**src/rtl/alarm_clock_pkg.sv**
```systemverilog
// Shared types, limits and time arithmetic for the alarm clock core.
package alarm_clock_pkg;

  typedef enum logic [1:0] {
    IDLE    = 2'd0,
    RINGING = 2'd1,
    SNOOZE  = 2'd2
  } ring_state_t;

  localparam logic [5:0] MIN_MAX     = 6'd59;
  localparam logic [4:0] HR_MAX      = 5'd23;
  localparam int         MIN_PER_DAY = 1440;

  // Returns {hh, mm} of hh:mm + n minutes, wrapped around midnight.
  function automatic logic [10:0] add_minutes(input logic [4:0] hh,
                                              input logic [5:0] mm,
                                              input int         n);
    int t;
    t = (int'(hh) * 60 + int'(mm) + n) % MIN_PER_DAY;
    return {5'(t / 60), 6'(t % 60)};
  endfunction

endpackage

```
**src/rtl/hhmm_counter.sv**
```systemverilog
// hh:mm register with button increments (no cross carry) and a carry-in
// that advances minutes with rollover into hours.
module hhmm_counter
  import alarm_clock_pkg::*;
(
  input  logic       clk,
  input  logic       rst,
  input  logic       inc_min,
  input  logic       inc_hr,
  input  logic       carry_in,
  output logic [5:0] mm,
  output logic [4:0] hh
);

  logic [5:0] mm_d, mm_q;
  logic [4:0] hh_d, hh_q;

  always_comb begin
    mm_d = mm_q;
    hh_d = hh_q;
    if (carry_in) begin
      if (mm_q == MIN_MAX) begin
        mm_d = '0;
        hh_d = (hh_q == HR_MAX) ? '0 : hh_q + 5'd1;
      end else begin
        mm_d = mm_q + 6'd1;
      end
    end else begin
      if (inc_min) mm_d = (mm_q == MIN_MAX) ? '0 : mm_q + 6'd1;
      if (inc_hr)  hh_d = (hh_q == HR_MAX) ? '0 : hh_q + 5'd1;
    end
  end

  always_ff @(posedge clk or posedge rst) begin
    if (rst) begin
      mm_q <= '0;
      hh_q <= '0;
    end else begin
      mm_q <= mm_d;
      hh_q <= hh_d;
    end
  end

  assign mm = mm_q;
  assign hh = hh_q;

endmodule

```
**src/rtl/alarm_clock_core.sv**
```systemverilog
// 24-hour clock with N_ALARMS armed alarm slots and a ring state machine.
// Snooze is compiled in only when ALARM_SNOOZE_EN is defined.
//
// state   | meaning
// IDLE    | nothing ringing, waiting for an alarm match
// RINGING | alarm active, counting minute rollovers towards auto-stop
// SNOOZE  | ring suspended until the snooze target minute
module alarm_clock_core
  import alarm_clock_pkg::*;
#(
  parameter  int N_ALARMS         = 4,
  parameter  int RING_TIMEOUT_MIN = 10,
  parameter  int SNOOZE_MIN       = 5,
  localparam int AW               = (N_ALARMS > 1) ? $clog2(N_ALARMS) : 1
) (
  input  logic                clk,
  input  logic                rst,
  input  logic                sec_tick,
  input  logic                power,
  input  logic                set_time,
  input  logic                set_alarm,
  input  logic [AW-1:0]       alarm_sel,
  input  logic                inc_min,
  input  logic                inc_hr,
  input  logic [N_ALARMS-1:0] alarm_arm,
  input  logic                mute,
  input  logic                stop,
  input  logic                snooze,
  output logic [5:0]          seconds,
  output logic [5:0]          minutes,
  output logic [4:0]          hours,
  output logic [5:0]          disp_min,
  output logic [4:0]          disp_hr,
  output logic                buzzer,
  output logic                ringing,
  output logic [AW-1:0]       ring_id,
  output logic                led_set_time,
  output logic                led_set_alarm
);

  localparam int BTN_INC_MIN = 0;
  localparam int BTN_INC_HR  = 1;
  localparam int BTN_STOP    = 2;
  localparam int BTN_SNOOZE  = 3;

  logic [3:0]          btn_d, btn_q, edge_d, edge_q;
  logic [5:0]          sec_d, sec_q;
  logic                adv_d, adv_q;
  logic                alarm_mode, run_mode, min_carry, minute_evt;
  logic [5:0]          time_mm;
  logic [4:0]          time_hh;
  logic [5:0]          al_mm [N_ALARMS];
  logic [4:0]          al_hh [N_ALARMS];
  logic [N_ALARMS-1:0] al_inc_min, al_inc_hr;
  logic                match_any;
  logic [AW-1:0]       match_idx;
  ring_state_t         state_d, state_q;
  logic [5:0]          tmo_d, tmo_q;
  logic [AW-1:0]       ring_id_d, ring_id_q;
  logic                led_time_d, led_time_q, led_alarm_d, led_alarm_q;

`ifdef ALARM_SNOOZE_EN
  logic [5:0] snz_mm_d, snz_mm_q;
  logic [4:0] snz_hh_d, snz_hh_q;
`else
  logic unused_snooze;
  assign unused_snooze = edge_q[BTN_SNOOZE] ^ (SNOOZE_MIN != 0);
`endif

  always_comb begin
    btn_d  = {snooze, stop, inc_hr, inc_min};
    edge_d = btn_d & ~btn_q;
  end

  // Previous levels reset high so a button held through reset never fires.
  always_ff @(posedge clk or posedge rst) begin
    if (rst) begin
      btn_q  <= '1;
      edge_q <= '0;
    end else begin
      btn_q  <= btn_d;
      edge_q <= edge_d;
    end
  end

  always_comb begin
    alarm_mode  = set_alarm & ~set_time;
    run_mode    = ~set_time & ~set_alarm;
    adv_d       = power & sec_tick & ~set_time;
    min_carry   = adv_d & (sec_q == MIN_MAX);
    minute_evt  = adv_q & (sec_q == '0);
    led_time_d  = set_time;
    led_alarm_d = alarm_mode;
    sec_d       = sec_q;
    if (set_time)   sec_d = '0;
    else if (adv_d) sec_d = (sec_q == MIN_MAX) ? '0 : sec_q + 6'd1;
  end

  always_ff @(posedge clk or posedge rst) begin
    if (rst) begin
      sec_q       <= '0;
      adv_q       <= 1'b0;
      led_time_q  <= 1'b0;
      led_alarm_q <= 1'b0;
    end else begin
      sec_q       <= sec_d;
      adv_q       <= adv_d;
      led_time_q  <= led_time_d;
      led_alarm_q <= led_alarm_d;
    end
  end

  hhmm_counter u_time (
    .clk      (clk),
    .rst      (rst),
    .inc_min  (edge_q[BTN_INC_MIN] & set_time),
    .inc_hr   (edge_q[BTN_INC_HR] & set_time),
    .carry_in (min_carry),
    .mm       (time_mm),
    .hh       (time_hh)
  );

  always_comb begin
    al_inc_min = '0;
    al_inc_hr  = '0;
    for (int i = 0; i < N_ALARMS; i++) begin
      if (alarm_mode && alarm_sel == i[AW-1:0]) begin
        al_inc_min[i] = edge_q[BTN_INC_MIN];
        al_inc_hr[i]  = edge_q[BTN_INC_HR];
      end
    end
  end

  for (genvar g = 0; g < N_ALARMS; g++) begin : g_alarm
    hhmm_counter u_alarm (
      .clk      (clk),
      .rst      (rst),
      .inc_min  (al_inc_min[g]),
      .inc_hr   (al_inc_hr[g]),
      .carry_in (1'b0),
      .mm       (al_mm[g]),
      .hh       (al_hh[g])
    );
  end

  // Scan from the top so the lowest matching slot wins.
  always_comb begin
    match_any = 1'b0;
    match_idx = '0;
    for (int i = N_ALARMS - 1; i >= 0; i--) begin
      if (alarm_arm[i] && al_mm[i] == time_mm && al_hh[i] == time_hh) begin
        match_any = 1'b1;
        match_idx = i[AW-1:0];
      end
    end
  end

  always_ff @(posedge clk or posedge rst) begin
    if (rst) begin
      state_q   <= IDLE;
      tmo_q     <= '0;
      ring_id_q <= '0;
    end else begin
      state_q   <= state_d;
      tmo_q     <= tmo_d;
      ring_id_q <= ring_id_d;
    end
  end

`ifdef ALARM_SNOOZE_EN
  always_ff @(posedge clk or posedge rst) begin
    if (rst) begin
      snz_mm_q <= '0;
      snz_hh_q <= '0;
    end else begin
      snz_mm_q <= snz_mm_d;
      snz_hh_q <= snz_hh_d;
    end
  end
`endif

  always_comb begin
    state_d   = state_q;
    tmo_d     = tmo_q;
    ring_id_d = ring_id_q;
`ifdef ALARM_SNOOZE_EN
    snz_mm_d  = snz_mm_q;
    snz_hh_d  = snz_hh_q;
`endif
    case (state_q)
      IDLE: begin
        if (match_any && minute_evt && run_mode && power) begin
          state_d   = RINGING;
          ring_id_d = match_idx;
          tmo_d     = 6'(RING_TIMEOUT_MIN);
        end
      end
      RINGING: begin
        if (!power || edge_q[BTN_STOP]) begin
          state_d = IDLE;
`ifdef ALARM_SNOOZE_EN
        end else if (edge_q[BTN_SNOOZE]) begin
          state_d              = SNOOZE;
          {snz_hh_d, snz_mm_d} = add_minutes(time_hh, time_mm, SNOOZE_MIN);
`endif
        end else if (minute_evt) begin
          if (tmo_q <= 6'd1) state_d = IDLE;
          else               tmo_d   = tmo_q - 6'd1;
        end
      end
`ifdef ALARM_SNOOZE_EN
      SNOOZE: begin
        if (!power || edge_q[BTN_STOP]) begin
          state_d = IDLE;
        end else if (minute_evt && time_hh == snz_hh_q && time_mm == snz_mm_q) begin
          state_d = RINGING;
          tmo_d   = 6'(RING_TIMEOUT_MIN);
        end
      end
`endif
      default: state_d = IDLE;
    endcase
  end

  always_comb begin
    ringing = (state_q == RINGING);
    buzzer  = ringing & ~mute & power;
  end

  always_comb begin
    disp_min = time_mm;
    disp_hr  = time_hh;
    if (alarm_mode) begin
      for (int i = 0; i < N_ALARMS; i++) begin
        if (alarm_sel == i[AW-1:0]) begin
          disp_min = al_mm[i];
          disp_hr  = al_hh[i];
        end
      end
    end
  end

  assign seconds       = sec_q;
  assign minutes       = time_mm;
  assign hours         = time_hh;
  assign ring_id       = ring_id_q;
  assign led_set_time  = led_time_q;
  assign led_set_alarm = led_alarm_q;

endmodule

```
**config.mk**
```make
export PLATFORM = sky130hd
export DESIGN_NAME = alarm_clock_core
export DESIGN_NICKNAME = d
export VERILOG_FILES = /design/src/rtl/alarm_clock_pkg.sv /design/src/rtl/hhmm_counter.sv /design/src/rtl/alarm_clock_core.sv
export SDC_FILE = /design/constraint.sdc
export NUM_CORES = 1
export LEC_CHECK = 0
export ABC_AREA = 0
export CORE_MARGIN = 3
export CORE_UTILIZATION = 52
export CTS_CLUSTER_DIAMETER = 200
export DETAILED_ROUTE_END_ITERATION = 10
export GPL_TIMING_DRIVEN = 0
export PLACE_DENSITY = 0.77
export SYNTH_ARGS = -nofsm -noshare
export SYNTH_HDL_FRONTEND = slang
export SYNTH_SLANG_ARGS = --single-unit
```
**constraint.sdc**
```tcl
create_clock -name clk -period 2.56 [get_ports clk]
set_input_delay 0.512 -clock clk [delete_from_list [all_inputs] [get_ports clk]]
set_output_delay 0.512 -clock clk [all_outputs]
set_load 0.005 [all_outputs]
```
==> flow_summary.json <==
{
  "status": "finished, final reports clean",
  "hold-path-endpoint": "led_set_time",
  "synthFlopType": "dfrtp_1",
  "crit_path_end_kind": "output port",
  "place_hpwl_um": 8680,
  "layout_commonest_cell": "dfrtp_1",
  "track_usage_pct": 23.05,
  "synth_largest_area_cell": "dfrtp_1",
  "reg2reg_depth": 5,
  "cp.arrival_ns": 2.00,
  "rrSetupSlack_ns": 0.60,
  "finalCritPeriodShare_pct": 98.24,
  "path_buf_inv": 1,
  "cts_root_buffer": "clkbuf_8",
  "path_delay_family": "multiplexers",
  "synth_top_family_by_area": "simple AND/OR/NAND/NOR gates",
  "setup_ws_ns": 0.04512,
  "core_region_area_um2": 9284,
  "synth_area_um2": 4996,
  "die_y_um": 104.0,
  "synth_top_area_share_pct": 38.07,
  "post_drt_wl_per_cell_um": 17.63,
  "r2r_end": "u_time.mm[2]",
  "crit_type": "register to output port",
  "async_flop_share_pct": 100.0,
  "fill_cells": 760,
  "period_needed_ns": 2.515,
  "crit_slowest_cell": "mux4_2",
  "cts_hold_buf": 0,
  "dp_slack_ns": -0.5100,
  "cts.sinks": 79,
  "ioPinCount": 51,
  "crit_required_ns": 2.05,
  "ys_warn_count": 0,
  "gp_congestion": 0.8714,
  "drive_above_1_share_pct": 23.17,
  "p_per_area_nw_per_um2": 691.0,
  "initial_core_util_pct": 53.81,
  "postRouteAntennaNets": 0,
  "cts_made_buffers": 9,
  "mostFrequentLayoutCells": "dfrtp_1 (59), xnor2_1 (56), nand2_1 (39)",
  "nets": 587,
  "hold_class": "primary input to register",
  "ys_seq_area_share_pct": 39.64,
  "fin_worst_skew_ns": 0.007627,
  "synthMuxAreaShare_pct": 11.72,
  "slew_viol_final": 0,
  "synthCells": 485,
  "synth_compound_area_share_pct": 10.04,
  "worst_pin_slew_ns": 0.4762,
  "area_growth_syn_to_layout_pct": 21.21,
  "dr.pass1.iters": 5,
  "overflow": 0,
  "cp_slowest_stage_delay_ns": 0.46,
  "wirelength_um": 12160,
  "finalSetupTns_ns": 0,
  "synthTopCellsByArea": "dfrtp_1 (38%), xnor2_1 (9.8%), mux4_2 (5.0%)",
  "setup_viol": 0,
  "rows": 35,
  "hold_viol": 0,
  "ys_ff_latch": 79,
  "cts_tree": "yes",
  "grt_pass1_vias": 3905,
  "min_from": "set_time",
  "path_cells": "mux4_2 > mux2_2 > clkdlybuf4s50_1",
  "post-route-util_pct": 65.23,
  "yosys.area_share.simple_pct": 20.04,
  "worstReg2RegStart": "seconds[0]",
  "drc": 0,
  "drv_cap": 0,
  "n_antenna_cell": 0,
  "die_area_um2": 10820,
  "synth_fp_nets": 516,
  "synth_edf_count": 0,
  "antenna_found_initial": 0,
  "ys_types": 64,
  "vias": 4055,
  "power_mw": 4.185,
  "path_max_fanout": 6,
  "worstSetupStartpointType": "register",
  "fp.dieW_um": 104.0,
  "ctsHtreeMaxLevel": 3,
  "insertion_delay_ns": 0.36,
  "avgSynthCellArea_um2": 10.30,
  "io_buffers": 47,
  "viasPerCell": 5.877,
  "synthAdderAreaFrac_pct": 3.506,
  "relSlewSlack_pct": 68.25,
  "synth-xor-area-share_pct": 11.04,
  "grt_max_degree": 44,
  "hold-path-cell-count": 1,
  "max_freq_mhz": 397.6,
  "p_leak_nw": 2.538,
  "cts.clk_slew.worst_paths_ns": 0.08,
  "dr.first_iter.drc_count": 218,
  "grt_pass1_wl_um": 19910,
  "peakVddDrop_mv": 0.4046,
  "clock_path_buffers": 2
}
==> power by group <==
group,leakage (nW),total [mW],internal (mW),switching [mW]
clock,0.110,1.06,0.576,0.479
sequential,1.02,1.65,1.42,0.227
combinational,1.41,1.48,0.779,0.701
==> registers in the layout, summed over array words and instances (netlist names) <==
register,count
state_q,1
led_set_time,1
ring_id,2
adv_q,1
btn_q,3
u_time.hh,5
tmo_q,6
seconds,6
u_time.mm,6
edge_q,3
g_alarm.u_alarm.hh,20
g_alarm.u_alarm.mm,24
led_set_alarm,1
==> how the worst max path moves through the flow <==
stage	slack (ns)	from	depth (start not counted)	to
floorplan	0.03	rst	1	adv_q
global placement	-1.27	rst	2	g_alarm[2].u_alarm.mm[2]
detailed placement	-0.51	set_time	6	disp_min[2]
CTS	-0.007	set_time	6	disp_hr[3]
global route	-0.0005	g_alarm[2].u_alarm.hh[4]	3	disp_hr[4]
finish	0.05	g_alarm[0].u_alarm.hh[4]	3	disp_hr[4]
==> metal layers <==
| metal | vias up | global-route usage (%) | part of all wire (%) | routed length [um] |
|---|---|---|---|---|
| li1 | 1879 | - | - | - |
| met1 | 2018 | 30.08 | 42 | 5083 |
| met2 | 130 | 37.14 | 50 | 6047 |
| met3 | 28 | 4.780 | 5.5 | 672 |
| met4 | 0 | 10.26 | 3.0 | 359 |
| met5 | - | 0 | 0 | 0 |
==> synth_stat cells (all sizes together) (2+ instances only) <==
master and count:
dfstp 3, mux4 11, or3 7, dfrtp 76, xnor2 56, and3b 3
a31oi 6, clkbuf 7, mux2 30, inv 11, o21ai 33, nand2b 5
o31ai 6, nor2 36, or4b 3, a21oi 10, a2bb2oi 2, o2111ai 2
and2 3, nor3 12, and3 6, a21o 4, a41oi 2, nand4 23
buf 21, nand3 17, nor2b 8, a32oi 2, ha 14, and4b 2
xor2 7, nand2 41
==> timing repair <==
action / in CTS / in global routing
endpoints found under the setup margin: 11 / 4
gates resized for setup: 37 / 9
cloned: 1 / 0
setup buffers: 9 / 9
==> cell type report <==
type	count	area, um^2	area share (%)
multi-input cells	367	2815	46.49
clock inverters	5	81.33	1.343
well taps	129	161.4	2.665
inverters	11	43.79	0.7231
plain buffers	21	178.9	2.955
clock buffers	11	141.4	2.335
repair buffers	67	631.9	10.43
flip-flops and latches	79	2002	33.06
==> logic make-up after synthesis <==
logic type                 after synthesis
xor gates and xnor gates                63
muxes                                   41
adders and majority gates               14
DFF                                     79
buffers and inverters                   39
and+or+nand+nor                        174
AOI/OAI and AO/OA                       75
==> stage by stage <==
| stage | std cells | hold slack (ns) | instance area (um^2) |
|---|---|---|---|
| 2_1_floorplan | 485 | 0.4637 | 4996 |
| 3_3_place_gp | 661 | 0.4752 | 5628 |
| 3_5_place_dp | 662 | 0.4743 | 5650 |
| 4_1_cts | 681 | 0.4842 | 5978 |
| 5_1_grt | 690 | 0.3231 | 6056 |
| 6_report | 690 | 0.3174 | 6056 |
Power figures use the tool's default switching activity.
